`src/rtl/imm_ext_pkg.sv`:
```
// Shared immediate-source codes and XLEN legality check for the
// immediate extender slice.
package imm_ext_pkg;

   // Existing codes keep their values; IMM_Z and IMM_SH are appended.
   typedef enum logic [2:0] {
      IMM_I  = 3'd0,
      IMM_S  = 3'd1,
      IMM_B  = 3'd2,
      IMM_J  = 3'd3,
      IMM_U  = 3'd4,
      IMM_Z  = 3'd5,
      IMM_SH = 3'd6
   } imm_src_e;

   localparam int XLEN_RV32 = 32;
   localparam int XLEN_RV64 = 64;

   function automatic bit xlen_ok(int x);
      return (x == XLEN_RV32) || (x == XLEN_RV64);
   endfunction

endpackage

```
`src/rtl/imm_ext_core.sv`:
```
// Combinational decode/extend of instr[31:7] into an XLEN immediate.
// Ports: imm_i (instr[31:7]), imm_src_i (code), imm_o, illegal_o.
module imm_ext_core
   import imm_ext_pkg::*;
#(
   parameter int XLEN = 32
) (
   input  logic [24:0]     imm_i,
   input  logic [2:0]      imm_src_i,
   output logic [XLEN-1:0] imm_o,
   output logic            illegal_o
);

   if (!xlen_ok(XLEN)) begin : g_bad_xlen
      $error("imm_ext_core: XLEN must be 32 or 64");
   end

   logic [31:0] v;
   logic        sx;

   always_comb begin
      v         = '0;
      sx        = 1'b0;
      illegal_o = 1'b0;
      unique case (imm_src_i)
         IMM_I: begin
            v  = {{20{imm_i[24]}}, imm_i[24:13]};
            sx = 1'b1;
         end
         IMM_S: begin
            v  = {{20{imm_i[24]}}, imm_i[24:18], imm_i[4:0]};
            sx = 1'b1;
         end
         IMM_B: begin
            v  = {{20{imm_i[24]}}, imm_i[0], imm_i[23:18],
                  imm_i[4:1], 1'b0};
            sx = 1'b1;
         end
         IMM_J: begin
            v  = {{12{imm_i[24]}}, imm_i[12:5], imm_i[13],
                  imm_i[23:14], 1'b0};
            sx = 1'b1;
         end
         IMM_U: begin
            v  = {imm_i[24:5], 12'b0};
            sx = 1'b1;
         end
         IMM_Z: begin
            v = {27'b0, imm_i[12:8]};
         end
         IMM_SH: begin
            // RV32 has 5-bit shamt; shamt[5] set is reserved there.
            if (XLEN == XLEN_RV32) begin
               if (imm_i[18]) illegal_o = 1'b1;
               else           v = {27'b0, imm_i[17:13]};
            end else begin
               v = {26'b0, imm_i[18:13]};
            end
         end
         default: begin
            illegal_o = 1'b1;
         end
      endcase
      // Signed forms are already 32-bit extended; widen from bit 31.
      if (sx) imm_o = XLEN'($signed(v));
      else    imm_o = XLEN'(v);
   end

endmodule

```
`src/rtl/imm_ext_pipe.sv`:
```
// Registered immediate extender with a 2-entry skid buffer (M out, K skid).
// Ports: clk, rst_n, flush, in_valid/in_ready, imm, imm_src, in_tag,
// out_valid/out_ready, imm_ext, out_tag, out_illegal.
module imm_ext_pipe
   import imm_ext_pkg::*;
#(
   parameter int XLEN  = 32,
   parameter int TAG_W = 32
) (
   input  logic             clk,
   input  logic             rst_n,
   input  logic             flush,
   input  logic             in_valid,
   output logic             in_ready,
   input  logic [24:0]      imm,
   input  logic [2:0]       imm_src,
   input  logic [TAG_W-1:0] in_tag,
   output logic             out_valid,
   input  logic             out_ready,
   output logic [XLEN-1:0]  imm_ext,
   output logic [TAG_W-1:0] out_tag,
   output logic             out_illegal
);

   logic [XLEN-1:0]  c_imm;
   logic             c_ill;

   imm_ext_core #(.XLEN(XLEN)) u_core (
      .imm_i     (imm),
      .imm_src_i (imm_src),
      .imm_o     (c_imm),
      .illegal_o (c_ill)
   );

   logic             m_vld_q, m_vld_d;
   logic [XLEN-1:0]  m_imm_q, m_imm_d;
   logic [TAG_W-1:0] m_tag_q, m_tag_d;
   logic             m_ill_q, m_ill_d;
   logic             k_vld_q, k_vld_d;
   logic [XLEN-1:0]  k_imm_q, k_imm_d;
   logic [TAG_W-1:0] k_tag_q, k_tag_d;
   logic             k_ill_q, k_ill_d;

   logic in_fire;
   logic out_fire;

   assign in_ready    = ~k_vld_q;
   assign out_valid   = m_vld_q;
   assign imm_ext     = m_imm_q;
   assign out_tag     = m_tag_q;
   assign out_illegal = m_ill_q;

   assign in_fire  = in_valid & ~k_vld_q;
   assign out_fire = m_vld_q & out_ready;

   always_comb begin
      m_vld_d = m_vld_q;
      m_imm_d = m_imm_q;
      m_tag_d = m_tag_q;
      m_ill_d = m_ill_q;
      k_vld_d = k_vld_q;
      k_imm_d = k_imm_q;
      k_tag_d = k_tag_q;
      k_ill_d = k_ill_q;
      if (flush) begin
         m_vld_d = 1'b0;
         k_vld_d = 1'b0;
      end else if (k_vld_q) begin
         // Input is blocked while K holds an entry.
         if (out_fire) begin
            m_imm_d = k_imm_q;
            m_tag_d = k_tag_q;
            m_ill_d = k_ill_q;
            k_vld_d = 1'b0;
         end
      end else if (in_fire) begin
         if (!m_vld_q || out_fire) begin
            m_vld_d = 1'b1;
            m_imm_d = c_imm;
            m_tag_d = in_tag;
            m_ill_d = c_ill;
         end else begin
            k_vld_d = 1'b1;
            k_imm_d = c_imm;
            k_tag_d = in_tag;
            k_ill_d = c_ill;
         end
      end else if (out_fire) begin
         m_vld_d = 1'b0;
      end
   end

   always_ff @(posedge clk or negedge rst_n) begin
      if (!rst_n) begin
         m_vld_q <= 1'b0;
         m_imm_q <= '0;
         m_tag_q <= '0;
         m_ill_q <= 1'b0;
         k_vld_q <= 1'b0;
         k_imm_q <= '0;
         k_tag_q <= '0;
         k_ill_q <= 1'b0;
      end else begin
         m_vld_q <= m_vld_d;
         m_imm_q <= m_imm_d;
         m_tag_q <= m_tag_d;
         m_ill_q <= m_ill_d;
         k_vld_q <= k_vld_d;
         k_imm_q <= k_imm_d;
         k_tag_q <= k_tag_d;
         k_ill_q <= k_ill_d;
      end
   end

endmodule

```
`config.mk`:
```
export PLATFORM = sky130hd
export DESIGN_NAME = imm_ext_pipe
export DESIGN_NICKNAME = d
export VERILOG_FILES = /design/src/rtl/imm_ext_pkg.sv /design/src/rtl/imm_ext_core.sv /design/src/rtl/imm_ext_pipe.sv
export SDC_FILE = /design/constraint.sdc
export NUM_CORES = 1
export LEC_CHECK = 0
export BUFFER_PORTS_ARGS = -buffer_cell sky130_fd_sc_hd__buf_2
export CORE_MARGIN = 4
export CORE_UTILIZATION = 40
export DETAILED_ROUTE_END_ITERATION = 8
export GPL_ROUTABILITY_DRIVEN = 0
export SKIP_LAST_GASP = 1
export SLEW_MARGIN = 5
export SYNTH_ARGS = -nofsm -noshare
export SYNTH_HDL_FRONTEND = slang
export SYNTH_SLANG_ARGS = --single-unit
```
`constraint.sdc`:
```
create_clock -name clk -period 2.1 [get_ports clk]
set_input_delay 0.105 -clock clk [delete_from_list [all_inputs] [get_ports clk]]
set_output_delay 0.105 -clock clk [all_outputs]
set_load 0.01 [all_outputs]
```
==> metrics.md, run 1 <==
| Metric | Value |
|---|---|
| Status | completed |
| Worst EP required | 2430 ps |
| Max-Cap Viols | 0 |
| F_max | approximately 540 MHz |
| Total power | between 7 and 8 mW |
| Final hold vios | 0 |
| CP arrival | 2180 ps |
| Adder and majority cell fraction of the synthesized area | 0 |
| Number of global-route vias before repair | a little under 5000 |
| Top Ports | roughly 130 |
| Ratio of cells with drive above 1 in the final layout | 0.2947 |
| Least-Margin Pin Slew | between 800 and 900 ps |
| Worst-path clk slew | ~60 ps |
| P&R area growth vs syn | 30.17% |
| Skew-Pair Late Insertion Delay | 420 ps |
| Synth Area in Compound Gates | 0.1372 |
| Drt first pass iters | 4 |
| # DRC | 0 |
| Diode count | 0 |
| Synth area leaders | dfrtp_1 (55%), mux2_2 (7.9%), nand2_1 (7.6%) |
| Port Buf Inserts | approximately 130 |
| P_leak | about 3.6 nW |
| Most numerous cell in the Yosys netlist | dfrtp_1 |
| Post-DRT Antenna Nets | 0 |
| Worst Path Max Fanout | 35 |
| Mapped Nets | roughly 660 |
| Wire per inst | about 16 um |
| Vias/cell | roughly 5.2 |
| Number of synthesized flops with an enable pin | 0 |
| Multiplexer share of the synthesized area | 0.1407 |
| Cell Rows | 44 |
| Largest family of logic cells by synthesized area | multiplexers |
| Clock buffer depth | 2 |
| Vias after detailed routing | between 4000 and 5000 |
| Overflow after GRT | 0 |
| Max-slew headroom | 0.4605 |
| Synth Instances | 592 |
| Mean Syn Cell Area | 10.15 um2 |
| Die area | about 0.017 mm2 |
| Final Skew | between 7 and 8 ps |
| Post-synth ARST share | 1.000 |
| Post_cts resized | 0 |
| Layout Nets | 812 |
| PD cells | 980.3 mW/mm2 |
| Setup CP Type | flip-flop to flip-flop |
| First-pass GRT wire length | 24.11 mm |
| Starting density of the core | 0.4104 |
| Post-synth top area cell | dfrtp_1 |
| Gr usage total | 0.1805 |
| Dpl cells | roughly 880 |
| Post-Synth Simple-Gate Area | 0.1364 |
| Slew Viols, Final | 0 |
| Top-area cell type share of the netlist area | 0.5497 |
| Fillers | between 1000 and 1500 |
| Register area share after synthesis | 0.5497 |
| DP Wirelength | around 10 mm |
| Crit path launch type | flip-flop |
| Pin count of the biggest net entering global routing | 88 |
| Top cells by count, synth | dfrtp_1 (132), nand2_1 (121), o21ai_0 (82) |
| Final Cycle Share | 0.8816 |
| Die width | roughly 130 um |
| Seq cells post-synth | about 130 |
| RSZ-0062 raised after global routing | no |
| Setup TNS | 0 ps |
| Peak VDD IR | roughly 0.55 mV |
| Setup Viol. Count Final | 0 |
| CTS tree | yes |
| Post-Route WL | between 10 and 15 mm |
| Ys flop type | dfrtp_1 |
| Initial antenna violation count | 0 |
| Root Driver | clkbuf_16 |
| Ys Warns | 0 |
| Clk sinks | around 130 |
| Post-Synth XOR/XNOR Area | 0 |
| Die Y | between 100 and 150 um |
| Num CTS Buffers | 17 |
| HP Class | input pin to flip-flop |
| Initial detailed-routing violation count | ~250 |
| Synthesized cell area | 0.006010 mm2 |
| Tmin final | roughly 1900 ps |
| Final std cells w/o fill | between 900 and 1000 |
| Total number of H-tree levels | 4 |
| Netlist cell types | 31 |
| Core ar. | around 0.015 mm2 |
| CP Capture Type | flip-flop |
==> sequential cells by signal, indices dropped and copies added, names as in the netlist <==
name and cells:
k_imm_q 32, k_tag_q 32, out_illegal 1, k_ill_q 1, out_tag 32, k_vld_q 1, out_valid 1, imm_ext 32
==> final timing paths <==
check	startpoint	end	slack, ps	cells after the start
max	out_valid	imm_ext[14]	250	5
max in group asynchronous	rst_n	imm_ext[2]	1190	3
min	imm[21]	k_imm_q[8]	20	3
min reg2reg	imm_ext[6]	imm_ext[6]	470	2
min in group asynchronous	rst_n	out_tag[19]	230	2
max reg2reg	out_valid	imm_ext[14]	250	5
==> timing repair <==
action,in CTS,in global routing
endpoints found under the hold margin,110,0
hold buffers,37,0
buffers inserted,0,0
==> final cells by class <==
type | count | area (um2) | area share
Multi-Input combinational cell | 412 | 2504 | 0.3201
Clock inverter | 13 | 135.1 | 0.01727
Sequential cell | 132 | 3307 | 0.4227
Clock buffer | 19 | 442.9 | 0.05662
Inverter | 3 | 11.26 | 0.001440
Timing Repair Buffer | 181 | 1192 | 0.1524
Tap cell | 184 | 230.2 | 0.02943
==> layout by cell type (no fill, tap or decap), types with 2 or more instances in the layout <==
cell type / instances
dfrtp_1: 131
buf_2: 130
nand2_1: 121
o21ai_0: 82
mux2_2: 42
dlygate4sd3_1: 37
mux2i_1: 35
a21oi_1: 33
nand3_1: 21
clkbuf_16: 17
nor2_1: 16
o211ai_1: 15
nand2b_1: 14
nand3b_1: 8
buf_4: 8
clkinv_2: 5
buf_12: 5
a311oi_1: 4
clkinv_4: 4
inv_1: 3
o21ai_1: 3
a211oi_1: 2
mux2_1: 2
o21bai_1: 2
a31oi_1: 2
bufinv_16: 2
clkinvlp_4: 2
==> through the flow <==
stage	utilization	setup WS (ps)	hold WS, ps	instance area (um2)
2_1_floorplan	-	395.5	-190.6	6010
3_5_place_dp	0.4694	236.7	133.2	6874
4_1_cts	0.5342	244.1	1.568	7823
6_report	0.5342	248.7	24.44	7823
3_3_place_gp	0.4694	353.3	123.1	6874
5_1_grt	0.5342	104.8	21.65	7823
==> worst max-delay path, cell delays in order (launching register included) <==
cell and delay [ps]:
dfrtp_1 540, nand2_1 170, a221oi_4 310, buf_12 250, nand2_2 230, o211ai_1 250
==> cell families after synthesis <==
family,Yosys count
mux,79
simple gates,187
flops,132
compound gates,146
buf+inv,48
==> routing by layer <==
metal / GRT usage / share of wire / up-vias
li1: - / - / 2369
met1: 0.2472 / 0.47 / 2344
met2: 0.2804 / 0.46 / 141
met3: 0.04593 / 0.059 / 12
met4: 0.06292 / 0.010 / 0
met5: 0 / 0 / -
==> power by group <==
part	internal (mW)	switching, mW
logic	0.663	0.747
registers	3.10	0.287
clock network	1.77	1.10
Power figures use the tool's default switching activity.
==> run 2: changes to the inputs <==
--- a/config.mk
+++ b/config.mk
@@ -6,4 +6,5 @@
 export NUM_CORES = 1
 export LEC_CHECK = 0
+export ABC_CLOCK_PERIOD_IN_PS = 2100
 export BUFFER_PORTS_ARGS = -buffer_cell sky130_fd_sc_hd__buf_2
 export CORE_MARGIN = 4
==> constraint.sdc (replaced) <==
create_clock -name clk -period 2.1 [get_ports clk]
set_input_delay 0.42 -clock clk [delete_from_list [all_inputs] [get_ports clk]]
set_output_delay 0.42 -clock clk [all_outputs]
set_load 0.01 [all_outputs]
==> run 2 against run 1 <==
  * Sequential cell count unchanged
  * Power down 0.92%
  * Fmax down 8.1%
  * Final cell count down 3.5%
  * Register-to-register slack better by 30 ps
  * Combinational power down 4%
  * Hold slack better by 220 ps
  * Die area unchanged
  * Core utilization down 2.2 points
  * Largest cell class unchanged
  * Largest power group unchanged
==> metrics.md, run 2 (same netlist as run 1, synthesis figures left out) <==
| Metric | Value |
|---|---|
| Status | completed |
| HP Class | input pin to flip-flop |
| Worst-path cell chain | clkbuf_8 -> inv_1 -> buf_2 |
| Reg2reg setup slack | 280 ps (+30 ps) |
| CP startpoint | k_vld_q |
| CP arrival | 1590 ps (-590 ps) |
| Reg-to-reg endpoint | imm_ext[12] |
| Gr usage total | 0.1758 (-0.004721) |
| Pin count of the biggest net entering global routing | 62 (-30%) |
| RSZ-0062 raised after global routing | no |
| Setup Viol. Count Final | 0 (unchanged) |
| Number of global-route vias before repair | 4625 (-5.5%) |
| P_leak | 3.486 nW (-3.7%) |
| Final hold vios | 0 (unchanged) |
| Clk sinks | 132 (unchanged) |
| Slew Viols, Final | 0 (unchanged) |
| Die area | 0.01705 mm2 (unchanged) |
| Vias after detailed routing | 4735 (-2.7%) |
| Ratio of cells with drive above 1 in the final layout | 0.3081 (+0.01338) |
| Top delay family on crit path | buffers and inverters |
| Cell Rows | 44 (unchanged) |
| Worst Path Buf+Inv | 3 (+2) |
| Die Y | 130.6 um (unchanged) |
| Setup Fix Bufs, Post-CTS | 0 (unchanged) |
| Max-Cap Viols | 0 (unchanged) |
| First-pass GRT wire length | 23.47 mm (-2.6%) |
| Die width | 130.6 um (unchanged) |
| Final Skew | 6.348 ps (-1.390 ps) |
| CP Capture Type | primary output |
| PD cells | 1013 mW/mm2 (+3.4%) |
| Cell count of the worst reg-to-reg path | 5 (unchanged) |
| Core ar. | 0.01464 mm2 (unchanged) |
| Final std cells w/o fill | 911 (-3.5%) |
| Initial detailed-routing violation count | 235 (-4.9%) |
| Setup TNS | 0 ps (unchanged) |
| F_max | 496.5 MHz (-8.1%) |
| Post-placement setup slack | 177.4 ps (-59.24 ps) |
| Post-DRT Antenna Nets | 0 (unchanged) |
| Hold Path Sink | k_vld_q |
| Crit Reg-Reg Startpoint | out_valid |
| Num CTS Buffers | 17 (unchanged) |
| Layout Nets | 779 (-4.1%) |
| Worst hold stages | 2 (-1) |
| Starting density of the core | 0.4104 (unchanged) |
| Hold path startpoint | out_ready |
| Worst Path Max Fanout | 52 (+49%) |
| CTS tree | yes |
| Setup CP Type | flip-flop to primary output |
| P&R area growth vs syn | 24.76% |
| Overflow after GRT | 0 (unchanged) |
| Least-Margin Pin Slew | 520.5 ps (-287.1 ps) |
| Commonest cells after routing, fill and taps aside | dfrtp_1 (131), buf_2 (130), nand2_1 (121) |
| Diode count | 0 (unchanged) |
| Final setup margin | 85.78 ps (-162.9 ps) |
| Post-Route WL | 14.48 mm (-3.2%) |
| Clock buffer depth | 2 (unchanged) |
| Initial antenna violation count | 0 (unchanged) |
| Skew-Pair Late Insertion Delay | 410 ps (about the same) |
| # DRC | 0 (unchanged) |
| Commonest non-fill, non-tap cell in the layout | dfrtp_1 |
| Drt first pass iters | 5 (+1) |
| Worst path max stage delay | 510 ps (-30 ps) |
| Wire per inst | 15.90 um (+0.35%) |
| CP max stage cell | dfrtp_4 |
| Worst-path clk slew | 60 ps (about the same) |
| Tmin final | 2014 ps (+162.9 ps) |
| DP Wirelength | 10.27 mm (+3.0%) |
| Final Cycle Share | 0.9592 (+0.07759) |
| Dpl cells | 878 (+0.34%) |
| Max-slew headroom | 0.6530 (+0.1925) |
| Worst EP required | 1680 ps (-750 ps) |
| Port Buf Inserts | 131 (unchanged) |
| Vias/cell | 5.198 (+0.83%) |
| Crit path launch type | flip-flop |
| Root Driver | clkbuf_16 |
| Peak VDD IR | 0.5834 mV (+7.0%) |
| Top Ports | 132 (unchanged) |
| Total number of H-tree levels | 4 (unchanged) |
## run 2: metal layers
layer / vias to the layer above / GRT usage / routed length (um)
met5: - / 0 / 0
met4: 0 / 0.06050 / 187
met3: 18 / 0.04553 / 928
met2: 157 / 0.2657 / 6536
met1: 2261 / 0.2469 / 6831
li1: 2299 / - / -
## run 2: stage by stage
| step | total power [mW] | area (um2) | utilization | hold WS [ps] |
|---|---|---|---|---|
| floorplan | 4.167 | 6010 | - | 124.4 |
| global placement | 4.731 | 6909 | 0.4718 | 410.8 |
| detailed placement | 4.805 | 6909 | 0.4718 | 415.0 |
| CTS | 7.692 | 7495 | 0.5118 | 213.8 |
| global route | 8.027 | 7497 | 0.5120 | 232.3 |
| finish | 7.598 | 7497 | 0.5120 | 240.7 |
## run 2: timing repair
action,CTS,global route
endpoints found under the setup margin,1,1
hold buffers,1,0
gates resized for setup,1,1
endpoints found under the hold margin,52,0
## run 2: worst reg2reg max path: stages, from the launching register on
cell and delay (ps):
dfrtp_1 530, nand2_1 170, a221oi_4 320, buf_12 250
nand2_2 240, o211ai_1 240
## run 2: final cells by class
cell class              instances  area [um2]
clock buffers                  23       467.9
clock inverters                 9       103.9
fillers                      1375        7147
inverters                       3       11.26
multi-input cells             412        2504
flip-flops and latches        132        3307
well taps                     184       230.2
repair buffers                148       873.3
## run 2: power breakdown
group | switching (mW) | internal, mW | total, mW
Sequential | 0.284 | 3.10 | 3.38
Clock | 1.05 | 1.80 | 2.86
Combinational | 0.734 | 0.625 | 1.36
## run 2: worst max path at each step
stage	endpoint	slack (ps)	cells past startpoint
CTS	in_ready	60	3
global placement	imm_ext[3]	280	5
finish	in_ready	90	3
detailed placement	imm_ext[3]	180	5
global route	in_ready	3	3
floorplan	imm_ext[22]	400	5
==> run 3: changes to the inputs <==
Settings changed: PLACE_DENSITY set to 0.65.
==> run 3 against run 2 <==
  * Hold slack got worse by 18 ps
  * Sequential cell count did not move
  * Core utilization rose by 0.48 points
  * Non-clock buffer count fell by 1
  * Critical path type unchanged
  * Final area rose by 0.93%
  * Combinational power barely moved
  * Critical endpoint unchanged
==> metrics.md, run 3 (same netlist as run 1, synthesis figures left out) <==
| Metric | Value |
|---|---|
| Slew Viols, Final | 0 (unchanged) |
| First-pass GRT wire length | 23.65 mm (+0.77%) |
| Port Buf Inserts | 131 (unchanged) |
| Tmin final | 1975 ps (-39.16 ps) |
| Worst Path Max Fanout | 23 (-56%) |
| Initial antenna violation count | 0 (unchanged) |
| Root Driver | clkbuf_16 |
| # DRC | 0 (unchanged) |
| CTS tree | yes |
| Core ar. | 0.01464 mm2 (unchanged) |
| Diode count | 0 (unchanged) |
| HP Class | input pin to flip-flop |
| Setup Fix Bufs, Post-CTS | 0 (unchanged) |
| CP startpoint | k_vld_q |
| Setup CP Type | flip-flop to primary output |
| Cell count of the worst reg-to-reg path | 5 (unchanged) |
| RSZ-0062 raised after global routing | no |
| Clk sinks | 132 (unchanged) |
| CP Capture Type | primary output |
| Drt first pass iters | 5 (unchanged) |
| F_max | 506.3 MHz (+2.0%) |
| P&R area growth vs syn | 25.92% |
| Final hold vios | 0 (unchanged) |
| Status | completed |
| Initial detailed-routing violation count | 365 (+55%) |
| Commonest non-fill, non-tap cell in the layout | dfrtp_1 |
| Wire per inst | 16.28 um (+2.4%) |
| Num CTS Buffers | 17 (unchanged) |
| P_leak | 3.520 nW (+0.98%) |
| Worst path max stage delay | 510 ps (about the same) |
| Crit path launch type | flip-flop |
| Peak VDD IR | 0.6491 mV (+11%) |
| Final Skew | 4.136 ps (-2.212 ps) |
| CP arrival | 1560 ps (-30 ps) |
| Clock buffer depth | 2 (unchanged) |
| Pin count of the biggest net entering global routing | 66 (+6.5%) |
| Top Ports | 132 (unchanged) |
| Commonest cells after routing, fill and taps aside | dfrtp_1 (131), buf_2 (130), nand2_1 (121) |
| Worst EP required | 1680 ps (about the same) |
| Number of global-route vias before repair | 4577 (-1.0%) |
| DP Wirelength | 10.48 mm (+2.1%) |
| Gr usage total | 0.1785 (+0.002707) |
| Max-Cap Viols | 0 (unchanged) |
| Post-Route WL | 14.80 mm (+2.2%) |
| Max-slew headroom | 0.6382 (-0.01478) |
| Dpl cells | 877 (-0.11%) |
| Cell Rows | 44 (unchanged) |
| Hold path startpoint | out_ready |
| Setup TNS | 0 ps (unchanged) |
| Starting density of the core | 0.4104 (unchanged) |
| Worst-path clk slew | 50 ps (about the same) |
| PD cells | 1085 mW/mm2 (+7.0%) |
| Overflow after GRT | 0 (unchanged) |
| Total number of H-tree levels | 4 (unchanged) |
| Post_cts resized | 0 (-1) |
| Die Y | 130.6 um (unchanged) |
| Layout Nets | 778 (-0.13%) |
| Crit Reg-Reg Startpoint | out_valid |
| Worst-path cell chain | buf_4 -> inv_1 -> buf_2 |
| Post-DRT Antenna Nets | 0 (unchanged) |
| Vias/cell | 5.250 (+1.0%) |
| Die area | 0.01705 mm2 (unchanged) |
| Final std cells w/o fill | 909 (-0.22%) |
| Final Cycle Share | 0.9405 (-0.01865) |
| Setup Viol. Count Final | 0 (unchanged) |
| Ratio of cells with drive above 1 in the final layout | 0.3090 (+0.0008500) |
| Worst hold stages | 2 (unchanged) |
| Skew-Pair Late Insertion Delay | 410 ps (about the same) |
| Die width | 130.6 um (unchanged) |
| CP max stage cell | dfrtp_4 |
| Least-Margin Pin Slew | 542.7 ps (+22.18 ps) |
| Vias after detailed routing | 4772 (+0.78%) |
run 3: changes by cell type in the layout (fill, tap and decap cells not counted):
cell,before,now
clkinvlp_4,2,1
bufinv_16,2,7
buf_4,9,13
clkinv_2,4,1
clkbuf_1,4,2
buf_12,6,3
inv_6,1,0
buf_6,1,0
run 3: worst paths after layout:
check	end	slack (ps)
setup / recovery	in_ready	120
hold / removal	k_vld_q	220
setup reg to reg	imm_ext[16]	300
hold reg to reg	imm_ext[6]	460
max in group asynchronous	k_vld_q	910
min in group asynchronous	out_tag[19]	500
run 3: power by group:
group / switching [mW] / internal [mW] / total, mW / leakage, nW
Sequential: 0.289 / 3.10 / 3.39 / 1.67
Clock: 1.04 / 2.43 / 3.47 / 0.336
Combinational: 0.736 / 0.617 / 1.35 / 1.51
Total: 2.06 / 6.15 / 8.21 / 3.52
run 3: final cells by class:
class	instances	area (um2)
clock buffer	22	474.2
clock inverter	9	222.7
fill	1322	7077
inverter	3	11.26
multi-input combinational	412	2504
sequential	132	3307
tap	184	230.2
timing repair buffer	147	818.3
run 3: worst max-delay path, delay by kind of cell (launching register included):
family | cells | cell delay [ps]
buffers and inverters | 3 | 630
DFF | 1 | 510
run 3: timing repair:
item,4_1_cts,5_1_grt
endpoints found under the setup margin,0,0
hold buffers,1,0
hold endpoints to repair,30,0
run 3: through the flow:
step | area, um2 | hold slack [ps] | setup WS [ps] | total power [mW] | utilization
2_1_floorplan | 6010 | 124.4 | 395.5 | 4.167 | -
4_1_cts | 7567 | 201.6 | 127.6 | 8.317 | 0.5167
5_1_grt | 7567 | 225.5 | 57.21 | 8.665 | 0.5167
3_3_place_gp | 6860 | 384.9 | 342.6 | 4.722 | 0.4685
3_5_place_dp | 6860 | 395.8 | 238.2 | 4.804 | 0.4685
6_report | 7567 | 223.0 | 124.9 | 8.208 | 0.5167
run 3: per-layer routing:
metal | global-route usage | routed length [um] | part of all wire
met1 | 0.2537 | 6856 | 0.46
met2 | 0.2666 | 6762 | 0.46
met5 | 0 | 0 | 0
met4 | 0.05384 | 157 | 0.011
met3 | 0.05122 | 1018 | 0.069
